[src/rtl/fir_rd_dma.sv]
// AXI4 read-master DMA feeding the FIR core input.
// A transfer of `len` words is split into INCR bursts that never cross a
// 4 KB boundary. Up to OUTSTANDING_COUNT bursts may be in flight, and FIFO
// space is reserved before each AR, so the R channel is never stalled.
`timescale 1ns/1ps

module fir_rd_dma #(
    parameter int AXI_DATA_WIDTH    = 32,
    parameter int AXI_ADDR_WIDTH    = 32,
    parameter int AXI_MAX_BURST_LEN = 16,
    parameter int OUTSTANDING_COUNT = 2,
    parameter int TOP_LEN_WIDTH     = 20
) (
    input  logic                      clk,
    input  logic                      rst_n,
    input  logic                      start,
    input  logic [AXI_ADDR_WIDTH-1:0] base_addr,
    input  logic [TOP_LEN_WIDTH-1:0]  len,
    output logic                      busy,
    output logic                      done,
    output logic                      err,
    output logic [AXI_ADDR_WIDTH-1:0] m_axi_araddr,
    output logic [7:0]                m_axi_arlen,
    output logic [2:0]                m_axi_arsize,
    output logic [1:0]                m_axi_arburst,
    output logic                      m_axi_arvalid,
    input  logic                      m_axi_arready,
    input  logic [AXI_DATA_WIDTH-1:0] m_axi_rdata,
    input  logic [1:0]                m_axi_rresp,
    input  logic                      m_axi_rlast,
    input  logic                      m_axi_rvalid,
    output logic                      m_axi_rready,
    output logic [AXI_DATA_WIDTH-1:0] out_data,
    output logic                      out_valid,
    output logic                      out_last,
    input  logic                      out_ready
);

    localparam int DW    = AXI_DATA_WIDTH;
    localparam int AW    = AXI_ADDR_WIDTH;
    localparam int LW    = TOP_LEN_WIDTH;
    localparam int SW    = $clog2(AXI_DATA_WIDTH / 8);
    localparam int DEPTH = OUTSTANDING_COUNT * AXI_MAX_BURST_LEN;
    localparam int PW    = $clog2(DEPTH);
    localparam int CW    = $clog2(DEPTH + 1);
    localparam int OW    = $clog2(OUTSTANDING_COUNT + 1);

    localparam logic [AW-1:0] ALIGN_MASK = ~AW'((32'd1 << SW) - 32'd1);
    localparam logic [LW-1:0] ONE_LW     = LW'(32'd1);
    localparam logic [LW-1:0] MAXB_LW    = LW'(AXI_MAX_BURST_LEN);
    localparam logic [LW-1:0] PAGE_WORDS = LW'(32'd4096 >> SW);
    localparam logic [PW-1:0] PTR_LAST   = PW'(DEPTH - 1);

    typedef enum logic [1:0] {
        ST_IDLE  = 2'd0,
        ST_ISSUE = 2'd1,
        ST_DRAIN = 2'd2
    } state_t;

    state_t          state_r;
    state_t          state_nx_s;

    logic            busy_r;
    logic            done_r;
    logic            err_r;

    logic [AW-1:0]   addr_r;
    logic [LW-1:0]   remain_r;
    logic [LW-1:0]   len_r;
    logic [LW-1:0]   pop_cnt_r;

    logic            arvalid_r;
    logic [AW-1:0]   araddr_r;
    logic [7:0]      arlen_r;

    logic [OW-1:0]   outst_r;
    logic [CW-1:0]   rsv_r;
    logic [CW-1:0]   count_r;
    logic [PW-1:0]   wr_ptr_r;
    logic [PW-1:0]   rd_ptr_r;
    logic [DW-1:0]   mem_r [DEPTH];

    logic            out_valid_r;
    logic            out_last_r;
    logic [DW-1:0]   out_data_r;

    logic            start_acc_s;
    logic            ar_hs_s;
    logic            r_hs_s;
    logic            r_end_s;
    logic            out_hs_s;
    logic            fin_s;
    logic            load_s;
    logic            issue_s;
    logic [LW-1:0]   rem_cap_s;
    logic [LW-1:0]   bnd_words_s;
    logic [LW-1:0]   beats_s;
    logic [CW-1:0]   free_s;
    logic [CW-1:0]   rsv_add_s;
    logic [CW-1:0]   rsv_sub_s;

    // Handshake and event decode shared by every register block
    always_comb begin
        start_acc_s = start && (state_r == ST_IDLE) && !busy_r;
        ar_hs_s     = arvalid_r && m_axi_arready;
        r_hs_s      = m_axi_rvalid && busy_r;
        r_end_s     = r_hs_s && m_axi_rlast;
        out_hs_s    = out_valid_r && out_ready;
        fin_s       = out_hs_s && out_last_r;
        load_s      = (count_r != {CW{1'b0}}) && (!out_valid_r || out_ready);
    end

    // Burst sizing: min(remaining words, max burst, words left in the 4 KB page)
    always_comb begin
        rem_cap_s   = remain_r;
        bnd_words_s = PAGE_WORDS - LW'(addr_r[11:SW]);
        beats_s     = remain_r;
        if (remain_r > MAXB_LW) begin
            rem_cap_s = MAXB_LW;
        end else begin
            rem_cap_s = remain_r;
        end
        if (bnd_words_s < rem_cap_s) begin
            beats_s = bnd_words_s;
        end else begin
            beats_s = rem_cap_s;
        end
    end

    // AR issue gate: one AR at a time, bounded bursts in flight, space reserved
    always_comb begin
        free_s  = CW'(DEPTH) - count_r - rsv_r;
        issue_s = (state_r == ST_ISSUE) && !arvalid_r &&
                  (remain_r != {LW{1'b0}}) &&
                  (outst_r < OW'(OUTSTANDING_COUNT)) &&
                  (LW'(free_s) >= beats_s);
    end

    // Reservation deltas: AR handshake reserves a burst, each R beat consumes one
    always_comb begin
        rsv_add_s = {CW{1'b0}};
        rsv_sub_s = {CW{1'b0}};
        if (ar_hs_s) begin
            rsv_add_s = CW'(arlen_r) + CW'(1'b1);
        end else begin
            rsv_add_s = {CW{1'b0}};
        end
        if (r_hs_s) begin
            rsv_sub_s = CW'(1'b1);
        end else begin
            rsv_sub_s = {CW{1'b0}};
        end
    end

    // FSM next-state logic
    always_comb begin
        state_nx_s = state_r;
        case (state_r)
            ST_IDLE: begin
                if (start_acc_s && (len != {LW{1'b0}})) begin
                    state_nx_s = ST_ISSUE;
                end else begin
                    state_nx_s = ST_IDLE;
                end
            end
            ST_ISSUE: begin
                if (ar_hs_s && (remain_r == {LW{1'b0}})) begin
                    state_nx_s = ST_DRAIN;
                end else begin
                    state_nx_s = ST_ISSUE;
                end
            end
            ST_DRAIN: begin
                if (fin_s) begin
                    state_nx_s = ST_IDLE;
                end else begin
                    state_nx_s = ST_DRAIN;
                end
            end
            default: state_nx_s = ST_IDLE;
        endcase
    end

    // FSM state register
    always_ff @(posedge clk or negedge rst_n) begin
        if (!rst_n) begin
            state_r <= ST_IDLE;
        end else begin
            state_r <= state_nx_s;
        end
    end

    // busy/done/err status; a zero-length start gives a single busy+done cycle
    always_ff @(posedge clk or negedge rst_n) begin
        if (!rst_n) begin
            busy_r <= 1'b0;
            done_r <= 1'b0;
            err_r  <= 1'b0;
        end else begin
            if (start_acc_s) begin
                busy_r <= 1'b1;
                done_r <= (len == {LW{1'b0}});
            end else if (fin_s) begin
                busy_r <= 1'b0;
                done_r <= 1'b1;
            end else if (busy_r && (state_r == ST_IDLE)) begin
                busy_r <= 1'b0;
                done_r <= 1'b0;
            end else begin
                done_r <= 1'b0;
            end
            if (start_acc_s) begin
                err_r <= 1'b0;
            end else if (r_hs_s && (m_axi_rresp != 2'b00)) begin
                err_r <= 1'b1;
            end
        end
    end

    // Transfer bookkeeping: next burst address and words not yet requested
    always_ff @(posedge clk or negedge rst_n) begin
        if (!rst_n) begin
            addr_r   <= {AW{1'b0}};
            remain_r <= {LW{1'b0}};
            len_r    <= {LW{1'b0}};
        end else if (start_acc_s) begin
            addr_r   <= base_addr & ALIGN_MASK;
            remain_r <= len;
            len_r    <= len;
        end else if (issue_s) begin
            addr_r   <= addr_r + (AW'(beats_s) << SW);
            remain_r <= remain_r - beats_s;
        end
    end

    // AR channel registers; address and length stay frozen until the handshake
    always_ff @(posedge clk or negedge rst_n) begin
        if (!rst_n) begin
            arvalid_r <= 1'b0;
            araddr_r  <= {AW{1'b0}};
            arlen_r   <= 8'd0;
        end else if (issue_s) begin
            arvalid_r <= 1'b1;
            araddr_r  <= addr_r;
            arlen_r   <= 8'(beats_s - ONE_LW);
        end else if (ar_hs_s) begin
            arvalid_r <= 1'b0;
        end
    end

    // Outstanding-burst and reserved-entry counters
    always_ff @(posedge clk or negedge rst_n) begin
        if (!rst_n) begin
            outst_r <= {OW{1'b0}};
            rsv_r   <= {CW{1'b0}};
        end else begin
            case ({ar_hs_s, r_end_s})
                2'b10:   outst_r <= outst_r + OW'(1'b1);
                2'b01:   outst_r <= outst_r - OW'(1'b1);
                default: outst_r <= outst_r;
            endcase
            rsv_r <= rsv_r + rsv_add_s - rsv_sub_s;
        end
    end

    // FIFO pointers and occupancy; push is an R beat, pop loads the output stage
    always_ff @(posedge clk or negedge rst_n) begin
        if (!rst_n) begin
            wr_ptr_r <= {PW{1'b0}};
            rd_ptr_r <= {PW{1'b0}};
            count_r  <= {CW{1'b0}};
        end else begin
            if (r_hs_s) begin
                wr_ptr_r <= (wr_ptr_r == PTR_LAST) ? {PW{1'b0}} : wr_ptr_r + PW'(1'b1);
            end
            if (load_s) begin
                rd_ptr_r <= (rd_ptr_r == PTR_LAST) ? {PW{1'b0}} : rd_ptr_r + PW'(1'b1);
            end
            case ({r_hs_s, load_s})
                2'b10:   count_r <= count_r + CW'(1'b1);
                2'b01:   count_r <= count_r - CW'(1'b1);
                default: count_r <= count_r;
            endcase
        end
    end

    // FIFO storage write (data array needs no reset)
    always_ff @(posedge clk) begin
        if (r_hs_s) begin
            mem_r[wr_ptr_r] <= m_axi_rdata;
        end
    end

    // Registered output stage; holds data while the FIR core stalls
    always_ff @(posedge clk or negedge rst_n) begin
        if (!rst_n) begin
            out_valid_r <= 1'b0;
            out_last_r  <= 1'b0;
            out_data_r  <= {DW{1'b0}};
            pop_cnt_r   <= {LW{1'b0}};
        end else begin
            if (load_s) begin
                out_valid_r <= 1'b1;
                out_data_r  <= mem_r[rd_ptr_r];
                out_last_r  <= (pop_cnt_r == (len_r - ONE_LW));
            end else if (out_hs_s) begin
                out_valid_r <= 1'b0;
                out_last_r  <= 1'b0;
            end
            if (start_acc_s) begin
                pop_cnt_r <= {LW{1'b0}};
            end else if (load_s) begin
                pop_cnt_r <= pop_cnt_r + ONE_LW;
            end
        end
    end

    assign busy          = busy_r;
    assign done          = done_r;
    assign err           = err_r;
    assign m_axi_araddr  = araddr_r;
    assign m_axi_arlen   = arlen_r;
    assign m_axi_arsize  = 3'(SW);
    assign m_axi_arburst = 2'b01;
    assign m_axi_arvalid = arvalid_r;
    assign m_axi_rready  = busy_r;
    assign out_data      = out_data_r;
    assign out_valid     = out_valid_r;
    assign out_last      = out_last_r;

endmodule

[config.mk]
export PLATFORM = sky130hd
export DESIGN_NAME = fir_rd_dma
export DESIGN_NICKNAME = d
export VERILOG_FILES = /design/src/rtl/fir_rd_dma.sv
export SDC_FILE = /design/constraint.sdc
export NUM_CORES = 2
export LEC_CHECK = 0
export BUFFER_PORTS_ARGS = -buffer_cell sky130_fd_sc_hd__buf_4
export CAP_MARGIN = 20
export CORE_MARGIN = 8
export CORE_UTILIZATION = 62
export CTS_BUF_LIST = sky130_fd_sc_hd__clkbuf_16
export CTS_CLUSTER_SIZE = 24
export DETAILED_ROUTE_END_ITERATION = 7
export HOLD_SLACK_MARGIN = 0.1
export PLACE_DENSITY_LB_ADDON = 0.15
export SETUP_SLACK_MARGIN = 0.4
export SLEW_MARGIN = 5
export SYNTH_ARGS = -nofsm -noshare
export SYNTH_HDL_FRONTEND = slang
export SYNTH_SLANG_ARGS = --single-unit
[constraint.sdc]
create_clock -name clk -period 8.7 [get_ports clk]
set_input_delay 0.87 -clock clk [delete_from_list [all_inputs] [get_ports clk]]
set_output_delay 0.87 -clock clk [all_outputs]
set_load 0.05 [all_outputs]
==> flow_summary.yaml <==
setup_path:
  crit_path_max_incr_delay_ps: 800
  ff2ff_setup_slack_ps: 1370
  r2r-end: "remain_r[17]$_DFFE_PN0P_"
  path_max_fanout: 54
  cpMostUsedCell: "ha_1"
  rr_startpoint: "addr_r[3]$_DFFE_PN0P_"
  cp.arrival_ps: 7840
  critPathTopFamily: "compound AO/OA/AOI/OAI gates"
  rr_worst_depth: 21
  critical_path_class: "reg -> reg"
  crit_chain: "inv_1 > ha_1 > xor2_1 > inv_1 > ha_1 > nand3_1 > nor3_1 > nor2_1 > o21ai_1 > o21ai_0 > ha_1 > nand2b_1 > a21o_1 > maj3_1 > a21o_1 > a211oi_1 > or4_4 > buf_4 > nor4b_1 > mux2i_1 > nand4_1"
  cp_slowest_cell: "o21ai_1"
  critical_path_required_ps: 9220
  worstPathBufferInverterCount: 3
  endpoint_kind: "flop"
  start_kind: "flop"
clock_network:
  post_cts_buffers: 0
  cts.repair.resized: 0
  cts-root-buf: "clkbuf_16"
  ctsHoldBuffers: 0
  cts_max_level: 3
  cts_tree: "done"
  clk_path_buf_depth: 3
  clock-sinks: 1216
  clk_pin_slew_worst_paths_ps: 70
  clk_latency_ps: 690
  numCtsBuffers: 115
synth:
  synthArstFlopShare_pct: 15.8
  yosysSeqAreaShare_pct: 69.4
  synth_edf_count: 1024
  yosys_most_used_dff: "edfxtp_1"
  ys_seq_elements: 1216
  synth_area_per_cell_um2: 17.4
  synth_top_area_share_pct: 60.1
  synth_area_leader_cell: "edfxtp_1"
  syn_inst: 2951
  syn_area_mm2: 0.0512
  synth.area.top_cells: "edfxtp_1 (60%), mux4_2 (14%), dfrtp_1 (9.4%), nand2_1 (2.1%), ha_1 (2.0%)"
  synth.distinct_cells: 84
  yosysWarningCount: 0
die:
  design.die.area_mm2: 0.0920
  fp.dieH_um: 303
  die_x_um: 303
  start_util_pct: 62.5
  num_rows: 105
  core_area_mm2: 0.0820
  ios: 177
place:
  numPortBuffers: 167
  dpl_cell_area_mm2: 0.0539
  gp_congestion: 0.912
  dpl.hpwl_mm: 65.7
global_route:
  use_met2_pct: 44.4
  grt_max_degree: 168
  busiest_layer: "met2"
  grt_pass1_vias: 28900
  track_usage_pct: 26.8
  antenna_found_initial: 3
  grt_pass1_wl_mm: 183
  gr-total-overflow: 0
  use_met1_pct: 36.6
  use_met3_pct: 4.65
timing:
  finalSetupViolations: 0
  drv_slew: 0
  max_slew_margin_pct: 26.7
  max_freq_ghz: 0.136
  period_share_pct: 84.2
  rsz0062_at_grt: "false"
  finalHoldViolations: 0
  clock_skew_ps: 56.0
  worstMarginPinSlew_ps: 1100
  finalSetupTns_ps: 0
  final.min_clock_period_ps: 7330
detailed_routing:
  firstDrtPassIters: 7
  antenna_left: 0
  viasPerCell: 6.57
  totalWireLength_mm: 123
  drc: 0
  vias: 28400
  wl_per_cell_um: 28.5
  drt_iter0_drc: 3179
final_layout:
  final_common_cell: "edfxtp_1"
  ff_latch_area_mm2: 0.0356
  fillers: 5029
  multi_input_area_mm2: 0.0151
  layout_common_cells: "edfxtp_1 (1024), mux4_2 (320), nand2_1 (287)"
  fin_area_mm2: 0.0577
  area_growth_pct: 12.7
  layout.nets: 3332
  drive_gt1_share_pct: 23.6
pwr:
  ir_worst_vdd_mv: 0.368
  p_leak_nw: 20.1
  p_total_mw: 19.3
  p_per_area_mw_per_mm2: 335
hold_path:
  hold_class: "in -> async"
job:
  maxCapViolCount: 0
run_status:
  status: "completed"
cells by family after synthesis:
group | Yosys count | synth area share, %
flops | 1216 | 69.4
simple gates | 609 | 5.55
mux | 363 | 14.9
compound gates | 324 | 4.09
buf+inv | 234 | 1.83
xor+xnor | 108 | 1.85
fa+ha+maj | 95 | 2.32
other cells | 2 | 0.0147
final cells by class:
type / instances / area share, %
sequential: 1216 / 61.6
multi-input combinational: 1529 / 26.1
clock buffer: 118 / 5.12
timing repair buffer: 215 / 2.89
tap: 1070 / 2.32
clock inverter: 98 / 1.36
inverter: 79 / 0.518
antenna: 2 / 0.00867
report_power, final:
group / switching, mW / internal [mW]
Clock: 2.14 / 2.78
Sequential: 0.642 / 6.79
Combinational: 3.85 / 3.14
synth_stat cells (9+ instances only):
| library cell | number |
|---|---|
| nor2_1 | 111 |
| nand2b_1 | 17 |
| nor4_1 | 16 |
| o21ai_0 | 112 |
| a21oi_1 | 63 |
| clkbuf_1 | 99 |
| mux2i_1 | 39 |
| dfrtp_1 | 192 |
| o311ai_0 | 10 |
| nand3b_1 | 9 |
| buf_1 | 39 |
| a22oi_1 | 14 |
| xor2_1 | 46 |
| xnor2_1 | 62 |
| edfxtp_1 | 1024 |
| nor3b_1 | 10 |
| nand2_1 | 288 |
| nand4_1 | 15 |
| o211ai_1 | 18 |
| a31oi_1 | 9 |
| and2_1 | 10 |
| nand3_1 | 44 |
| nor3_1 | 31 |
| a21o_1 | 19 |
| ha_1 | 80 |
| inv_1 | 76 |
| mux4_2 | 320 |
| and3_1 | 17 |
routing by layer:
layer	up-vias	wire length (um)
met5	-	7
met1	14700	47300
met3	229	11200
li1	12000	-
met2	1450	61100
met4	2	3570
flip-flops by register name, indices dropped and copies added, names as in the netlist, 2 cells and up:
signal,flops
mem_r,1024
out_data,32
addr_r,30
m_axi_araddr,30
len_r,20
pop_cnt_r,20
remain_r,20
m_axi_arlen,8
count_r,6
rsv_r,6
rd_ptr_r,5
wr_ptr_r,5
outst_r,2
state_r,2
stage by stage:
step | hold WS [ps] | setup WS [ps] | std cells | utilization, %
after global placement | 461 | 1430 | 4108 | 65.8
after global routing | 235 | 901 | 4327 | 70.4
after detailed placement | 467 | 1330 | 4108 | 65.8
after CTS | 207 | 1270 | 4324 | 70.4
after floorplan | 443 | 2640 | 2979 | -
final | 201 | 1370 | 4327 | 70.4
worst max-delay path by stage:
| stage | start | endpoint | slack, ps | cells past startpoint |
|---|---|---|---|---|
| 5_1_grt | addr_r[3]$_DFFE_PN0P_ | remain_r[17]$_DFFE_PN0P_ | 900 | 21 |
| 3_5_place_dp | addr_r[5]$_DFFE_PN0P_ | remain_r[7]$_DFFE_PN0P_ | 1330 | 22 |
| 4_1_cts | addr_r[3]$_DFFE_PN0P_ | remain_r[6]$_DFFE_PN0P_ | 1270 | 22 |
| 3_3_place_gp | addr_r[5]$_DFFE_PN0P_ | remain_r[6]$_DFFE_PN0P_ | 1430 | 22 |
| 2_1_floorplan | addr_r[6]$_DFFE_PN0P_ | remain_r[11]$_DFFE_PN0P_ | 2640 | 26 |
| 6_report | addr_r[3]$_DFFE_PN0P_ | remain_r[17]$_DFFE_PN0P_ | 1370 | 21 |
No activity file was read; power rests on OpenSTA's default activity.
